`src/rtl/sys_ctrl_gen2.sv`:
```
// System controller: decodes UART command frames into register-file, ALU and
// TX FIFO traffic, with burst RF access and an RX inactivity timeout.
module sys_ctrl_gen2 #(
  parameter int DATA_WIDTH    = 8,
  parameter int ADDR          = 4,
  parameter int ALU_OUT_WIDTH = 16,
  parameter int BURST_MAX     = 4,
  parameter int TIMEOUT       = 255
) (
  input  logic                     CLK,
  input  logic                     RST,
  input  logic [ALU_OUT_WIDTH-1:0] ALU_OUT,
  input  logic                     Out_Valid,
  input  logic [DATA_WIDTH-1:0]    RdData,
  input  logic                     RdData_Valid,
  input  logic [DATA_WIDTH-1:0]    RX_P_Data,
  input  logic                     RX_D_VLD,
  input  logic                     FIFO_Full,
  output logic [3:0]               ALU_FUN,
  output logic                     ALU_EN,
  output logic                     CLK_EN,
  output logic [ADDR-1:0]          Address,
  output logic                     WrEn,
  output logic                     RdEn,
  output logic [DATA_WIDTH-1:0]    WrData,
  output logic [DATA_WIDTH-1:0]    TX_P_DATA,
  output logic                     TX_D_VLD,
  output logic                     clk_div_en,
  output logic                     Cmd_Err
);

  // state            | meaning
  // IDLE             | waiting for a command byte
  // WR_*/RD_*/TX_RD  | single write, single read, read-data transmit
  // OP_*/ALU_*       | operand writes, function byte, result wait/transmit
  // BW_*/BR_*        | burst write / burst read (BR_RD issues each read)
  typedef enum logic [4:0] {
    IDLE, WR_ADDR, WR_DATA, RD_ADDR, RD_WAIT, TX_RD,
    OP_A, OP_B, ALU_FN, ALU_WAIT, TX_ALU,
    BW_ADDR, BW_LEN, BW_DATA, BR_ADDR, BR_LEN, BR_RD
  } state_t;

  localparam int NB    = ALU_OUT_WIDTH / DATA_WIDTH;
  localparam int K_W   = (NB > 1) ? $clog2(NB) : 1;
  localparam int CNT_W = $clog2(BURST_MAX + 1);
  localparam int TMR_W = (TIMEOUT > 1) ? $clog2(TIMEOUT) : 1;

  localparam logic [DATA_WIDTH-1:0] CMD_WR = DATA_WIDTH'(8'hAA);
  localparam logic [DATA_WIDTH-1:0] CMD_RD = DATA_WIDTH'(8'hBB);
  localparam logic [DATA_WIDTH-1:0] CMD_OP = DATA_WIDTH'(8'hCC);
  localparam logic [DATA_WIDTH-1:0] CMD_FN = DATA_WIDTH'(8'hDD);
  localparam logic [DATA_WIDTH-1:0] CMD_BW = DATA_WIDTH'(8'hEE);
  localparam logic [DATA_WIDTH-1:0] CMD_BR = DATA_WIDTH'(8'hFF);
  localparam logic [DATA_WIDTH-1:0] L_MAX  = DATA_WIDTH'(BURST_MAX);

  localparam logic [ADDR-1:0]  ADDR_ONE = 1;
  localparam logic [CNT_W-1:0] CNT_ONE  = 1;
  localparam logic [K_W-1:0]   K_ONE    = 1;
  localparam logic [K_W-1:0]   K_LAST   = K_W'(NB - 1);
  localparam logic [TMR_W-1:0] TMR_ONE  = 1;
  localparam logic [TMR_W-1:0] TMR_LOAD = TMR_W'(TIMEOUT - 1);

  state_t                   state_q, state_d;
  logic [ADDR-1:0]          addr_q, addr_d;
  logic [DATA_WIDTH-1:0]    rd_buf_q, rd_buf_d;
  logic [ALU_OUT_WIDTH-1:0] res_q, res_d;
  logic [K_W-1:0]           k_q, k_d;
  logic [CNT_W-1:0]         cnt_q, cnt_d;
  logic                     burst_q, burst_d;
  logic [TMR_W-1:0]         tmr_q, tmr_d;
  logic                     err_q, err_d;
  logic                     wait_rx;
  logic                     len_ok;
  logic [DATA_WIDTH-1:0]    alu_byte;

  assign clk_div_en = 1'b1;
  assign Cmd_Err    = err_q;
  assign len_ok     = (RX_P_Data != '0) && (RX_P_Data <= L_MAX);

  always_comb begin
    alu_byte = '0;
    for (int i = 0; i < NB; i++) begin
      if (k_q == K_W'(i)) alu_byte = res_q[i*DATA_WIDTH +: DATA_WIDTH];
    end
  end

  always_ff @(posedge CLK or negedge RST) begin
    if (!RST) begin
      state_q  <= IDLE;
      addr_q   <= '0;
      rd_buf_q <= '0;
      res_q    <= '0;
      k_q      <= '0;
      cnt_q    <= '0;
      burst_q  <= 1'b0;
      tmr_q    <= '0;
      err_q    <= 1'b0;
    end else begin
      state_q  <= state_d;
      addr_q   <= addr_d;
      rd_buf_q <= rd_buf_d;
      res_q    <= res_d;
      k_q      <= k_d;
      cnt_q    <= cnt_d;
      burst_q  <= burst_d;
      tmr_q    <= tmr_d;
      err_q    <= err_d;
    end
  end

  always_comb begin
    state_d   = state_q;
    addr_d    = addr_q;
    rd_buf_d  = rd_buf_q;
    res_d     = res_q;
    k_d       = k_q;
    cnt_d     = cnt_q;
    burst_d   = burst_q;
    err_d     = 1'b0;
    wait_rx   = 1'b0;
    ALU_FUN   = '0;
    ALU_EN    = 1'b0;
    CLK_EN    = 1'b0;
    Address   = '0;
    WrEn      = 1'b0;
    RdEn      = 1'b0;
    WrData    = '0;
    TX_P_DATA = '0;
    TX_D_VLD  = 1'b0;

    case (state_q)
      IDLE: begin
        if (RX_D_VLD) begin
          case (RX_P_Data)
            CMD_WR:  state_d = WR_ADDR;
            CMD_RD:  state_d = RD_ADDR;
            CMD_OP:  state_d = OP_A;
            CMD_FN:  state_d = ALU_FN;
            CMD_BW:  state_d = BW_ADDR;
            CMD_BR:  state_d = BR_ADDR;
            default: err_d   = 1'b1;
          endcase
        end
      end
      WR_ADDR: begin
        wait_rx = 1'b1;
        if (RX_D_VLD) begin
          addr_d  = RX_P_Data[ADDR-1:0];
          state_d = WR_DATA;
        end
      end
      WR_DATA: begin
        wait_rx = 1'b1;
        if (RX_D_VLD) begin
          WrEn    = 1'b1;
          Address = addr_q;
          WrData  = RX_P_Data;
          state_d = IDLE;
        end
      end
      RD_ADDR: begin
        wait_rx = 1'b1;
        if (RX_D_VLD) begin
          RdEn    = 1'b1;
          Address = RX_P_Data[ADDR-1:0];
          burst_d = 1'b0;
          state_d = RD_WAIT;
        end
      end
      RD_WAIT: begin
        if (RdData_Valid) begin
          rd_buf_d = RdData;
          state_d  = TX_RD;
        end
      end
      TX_RD: begin
        if (!FIFO_Full) begin
          TX_D_VLD  = 1'b1;
          TX_P_DATA = rd_buf_q;
          if (burst_q && (cnt_q != CNT_ONE)) begin
            addr_d  = addr_q + ADDR_ONE;
            cnt_d   = cnt_q - CNT_ONE;
            state_d = BR_RD;
          end else begin
            state_d = IDLE;
          end
        end
      end
      OP_A: begin
        wait_rx = 1'b1;
        if (RX_D_VLD) begin
          WrEn    = 1'b1;
          WrData  = RX_P_Data;
          state_d = OP_B;
        end
      end
      OP_B: begin
        wait_rx = 1'b1;
        if (RX_D_VLD) begin
          WrEn    = 1'b1;
          Address = ADDR_ONE;
          WrData  = RX_P_Data;
          state_d = ALU_FN;
        end
      end
      ALU_FN: begin
        wait_rx = 1'b1;
        CLK_EN  = 1'b1;
        if (RX_D_VLD) begin
          ALU_EN  = 1'b1;
          ALU_FUN = RX_P_Data[3:0];
          state_d = ALU_WAIT;
        end
      end
      ALU_WAIT: begin
        CLK_EN = 1'b1;
        if (Out_Valid) begin
          res_d   = ALU_OUT;
          k_d     = '0;
          state_d = TX_ALU;
        end
      end
      TX_ALU: begin
        if (!FIFO_Full) begin
          TX_D_VLD  = 1'b1;
          TX_P_DATA = alu_byte;
          if (k_q == K_LAST) state_d = IDLE;
          else               k_d     = k_q + K_ONE;
        end
      end
      BW_ADDR, BR_ADDR: begin
        wait_rx = 1'b1;
        if (RX_D_VLD) begin
          addr_d  = RX_P_Data[ADDR-1:0];
          state_d = (state_q == BW_ADDR) ? BW_LEN : BR_LEN;
        end
      end
      BW_LEN, BR_LEN: begin
        wait_rx = 1'b1;
        if (RX_D_VLD) begin
          if (len_ok) begin
            cnt_d   = CNT_W'(RX_P_Data);
            burst_d = (state_q == BR_LEN);
            state_d = (state_q == BW_LEN) ? BW_DATA : BR_RD;
          end else begin
            err_d   = 1'b1;
            state_d = IDLE;
          end
        end
      end
      BW_DATA: begin
        wait_rx = 1'b1;
        if (RX_D_VLD) begin
          WrEn    = 1'b1;
          Address = addr_q;
          WrData  = RX_P_Data;
          addr_d  = addr_q + ADDR_ONE;
          cnt_d   = cnt_q - CNT_ONE;
          if (cnt_q == CNT_ONE) state_d = IDLE;
        end
      end
      BR_RD: begin
        RdEn    = 1'b1;
        Address = addr_q;
        state_d = RD_WAIT;
      end
      default: state_d = IDLE;
    endcase

    // No RX activity means no other decision was taken this cycle.
    if (wait_rx && !RX_D_VLD && (tmr_q == '0)) begin
      state_d = IDLE;
      err_d   = 1'b1;
    end
  end

  always_comb begin
    if ((state_d != state_q) || RX_D_VLD) tmr_d = TMR_LOAD;
    else if (tmr_q != '0)                 tmr_d = tmr_q - TMR_ONE;
    else                                  tmr_d = '0;
  end

endmodule
```
`config.mk`:
```
export PLATFORM = sky130hd
export DESIGN_NAME = sys_ctrl_gen2
export DESIGN_NICKNAME = d
export VERILOG_FILES = /design/src/rtl/sys_ctrl_gen2.sv
export SDC_FILE = /design/constraint.sdc
export NUM_CORES = 1
export LEC_CHECK = 0
export ABC_AREA = 1
export CAP_MARGIN = 20
export CORE_MARGIN = 2
export CORE_UTILIZATION = 30
export CTS_CLUSTER_SIZE = 30
export DETAILED_ROUTE_END_ITERATION = 6
export GPL_TIMING_DRIVEN = 0
export PLACE_DENSITY = 0.59
export SKIP_CTS_REPAIR_TIMING = 1
export SLEW_MARGIN = 5
export SYNTH_ARGS = -nofsm -noshare
export SYNTH_HDL_FRONTEND = slang
export SYNTH_SLANG_ARGS = --single-unit
```
`constraint.sdc`:
```
create_clock -name CLK -period 2.96 [get_ports CLK]
set_input_delay 0.296 -clock CLK [delete_from_list [all_inputs] [get_ports CLK]]
set_output_delay 0.296 -clock CLK [all_outputs]
set_load 0.05 [all_outputs]
```
==> flow_summary_export.csv <==
group,metric,value,unit
outcome,status,"finished clean",
clock_tree,cts_root_buf,"clkbuf_8",
detailed_routing,detail-route-antenna-nets,0,
clock_tree,cts_sinks,47,
clock_tree,numCtsBuffers,5,
detailed_routing,drt-total-wl,9210,microns
synth,synth_cells,483,
power_and_ir_drop,p_leak,2.41,nW
power_and_ir_drop,power_density,748,mW/mm^2
critical_path,start_kind,"register",
critical_path,r2r_setup_slack,0.66,ns
sta,fin_crit_sh,0.947,
critical_path,crit_required,2.66,ns
sta,slew_violations,0,
critical_path,critPathMaxFanout,9,
finish,fin_cells,700,
power_and_ir_drop,irDropWorstVdd,0.295,mV
detailed_routing,routed_via_density,4.77,
synth,synth_compound_area_frac,0.122,
placed_design,gp_congestion,0.932,
finish,final_layout_size_suffix_gt1_frac,0.113,
synth,synth_adder_area_share,0.0154,
placed_design,dp_cells,691,
floorplan,initial_utilization,0.304,
sta,period_minus_slack,2.80,ns
placed_design,pre_cts_ws,-0.0960,ns
critical_path,crit_arrival,2.51,ns
floorplan,die_width,108,microns
detailed_routing,dr_wl_met2,4140,microns
synth,synthMuxAreaShare,0.0277,
detailed_routing,drt-initial-drc-count,241,
clock_tree,cts_tree,"built",
synth,seq_area_frac_synth,0.361,
finish,final_common_cell,"nand2_1",
synth,synth_area_per_cell,6.74,sq um
critical_path,r2r-end,"tmr_q[5]",
synth,synth_top_family_by_area,"simple AND/OR/NAND/NOR gates",
finish,nets,601,
floorplan,row_count,38,
synth,mappedNetlistArea,0.00325,sq mm
synth,synth-seq-cells,47,
critical_path,r2r_cells,11,
global_routing,grt-ovfl-total,0,
finish,seq_area,0.00118,sq mm
synth,syn_nets,525,
global_routing,grt_usage,0.163,
clock_tree,clockBufferDepth,2,
global_routing,antenna_found_initial,0,
clock_tree,h-tree-depth,2,
detailed_routing,drc,0,
floorplan,coreArea,0.0107,sq mm
critical_path,crit_type,"reg -> out",
detailed_routing,routedWlPerCell,13.2,microns
finish,antenna_cells,0,
clock_tree,path_clk_slew,0.09,ns
sta,fin_skew,0.00956,ns
min_path,holdCritPathClass,"in -> async",
synth,synth_xor_area_frac,0.0161,
finish,multi_input_area,0.00176,sq mm
sta,setup_viol,0,
sta,setup_slack,0.157,ns
synth,yosys_warnings,0,
clock_tree,clk_latency,0.30,ns
finish,syn2layout_area_growth,30.6,%
global_routing,grt_pass1_wl,15200,microns
finish,fillCellCount,1146,
detailed_routing,wirelength_met1,4310,microns
floorplan,die_height,108,microns
floorplan,die_area,0.0117,sq mm
global_routing,grt_max_degree,35,
power_and_ir_drop,total_power,3.18,mW
detailed_routing,vias,3340,
sta,max_freq,357,MHz
sta,rsz0062_at_grt,"false",
synth,synth.distinct_cells,37,
detailed_routing,highest_layer,"met4",
detailed_routing,dr.pass1.iters,4,
detailed_routing,wl_met3,620,microns
flow_run,max_cap_viol_count,0,
critical_path,rr_startpoint,"tmr_q[0]",
placed_design,numPortBuffers,67,
placed_design,dp_hpwl,7240,microns
sta,slew_headroom,0.589,
finish,final_cell_mix,"nand2_1 (149), inv_1 (60), nor2_1 (51), dfrtp_1 (47), clkdlybuf4s50_1 (39)",
sta,hold_viol,0,
global_routing,grt_pass1_vias,3176,
sta,tightest_slew,0.611,ns
synth,yosys.area_share.simple,0.356,
floorplan,boundaryPins,69,
critical_path,cp-end-kind,"output port",
kinds of logic (layout without fill, tap and decap cells):
kind of cell             after synthesis  count (layout)
other                                  1               1
multiplexers                           8               8
XOR/XNOR                               6               6
buffers and inverters                 79             156
flip-flops                            47              47
AO/OA/AOI/OAI                         70              70
adder cells (fa/ha/maj)                4               4
AND/OR/NAND/NOR                      268             268
cell type report:
class	instances	area share
Multi-Input combinational cell	357	0.413
Sequential cell	47	0.277
Timing Repair Buffer	69	0.164
Inverter	68	0.0601
Tap cell	140	0.0412
Clock buffer	6	0.0194
Buffer	11	0.0162
Clock inverter	2	0.00913
sequential cells by signal, summed over array words and instances, names as in the netlist:
| register | cells |
|---|---|
| addr_q | 4 |
| k_q | 1 |
| rd_buf_q | 8 |
| Cmd_Err | 1 |
| cnt_q | 3 |
| res_q | 16 |
| tmr_q | 8 |
| burst_q | 1 |
| state_q | 5 |
synth_stat cells:
cell type / n / share of area
buf_4: 3 / 0.0069
xor2_1: 3 / 0.0081
nand3_2: 4 / 0.012
a21oi_1: 19 / 0.029
clkinv_1: 1 / 0.0012
inv_1: 60 / 0.069
nor3b_1: 1 / 0.0023
o211ai_1: 7 / 0.016
conb_1: 1 / 0.0012
buf_1: 1 / 0.0012
o21ai_1: 1 / 0.0015
o21bai_1: 1 / 0.0023
xnor2_1: 3 / 0.0081
dfrtp_1: 47 / 0.36
nand3b_1: 3 / 0.0069
nand2_1: 149 / 0.17
nor2_1: 52 / 0.060
inv_2: 7 / 0.0081
clkbuf_1: 4 / 0.0046
nand4_1: 4 / 0.0077
nor3_1: 4 / 0.0062
mux2_2: 8 / 0.028
o22ai_1: 4 / 0.0077
ha_1: 4 / 0.015
o21ai_0: 32 / 0.049
or2_2: 3 / 0.0058
nor2_2: 8 / 0.015
buf_6: 2 / 0.0069
nor2_4: 3 / 0.010
nand2_2: 2 / 0.0038
o21ai_2: 1 / 0.0027
a21boi_0: 1 / 0.0023
nand3_1: 35 / 0.054
o21a_1: 2 / 0.0046
a311oi_2: 1 / 0.0046
buf_2: 1 / 0.0015
a31oi_1: 1 / 0.0019
how the worst max path moves through the flow:
stage	cells past startpoint	end	slack (ns)	start
floorplan	8	ALU_FUN[0]	0.18	state_q[2]
CTS	11	WrData[2]	-0.27	state_q[0]
global placement	7	WrData[7]	-0.11	RX_D_VLD
detailed placement	7	WrData[2]	-0.1	RX_D_VLD
global route	8	TX_P_DATA[6]	0.002	state_q[4]
finish	8	TX_P_DATA[4]	0.16	state_q[4]
critical path, cell delays in order (launching register included):
cell            delay (ns)
dfrtp_1               0.47
inv_2                 0.17
nand2_1               0.06
nor2_1                0.30
nand2_1               0.23
nor2_2                0.33
nand2_1               0.08
o21ai_0               0.11
dlymetal6s2s_1        0.46
power breakdown:
group / switching (mW) / internal, mW / leakage, nW
sequential: 0.114 / 0.876 / 0.548
combinational: 1.10 / 0.582 / 1.80
clock: 0.228 / 0.278 / 0.0618
total: 1.44 / 1.74 / 2.41
metrics by stage:
step	instance area [sq um]	utilization	setup TNS, ns	hold WS [ns]
final	4250	0.397	0	0.455
after global routing	4250	0.397	0	0.473
after CTS	4240	0.396	-4.54	-0.0767
after detailed placement	4120	0.385	-0.707	0.255
after global placement	4100	0.383	-0.842	0.462
after floorplan	3250	-	0	0.000409
per-layer routing:
metal  track usage  up-vias
met3        0.0319       10
met4        0.0430        0
li1              -     1686
met2         0.270      108
met5             0        -
met1         0.218     1536
(Power assumes the default switching activity.)
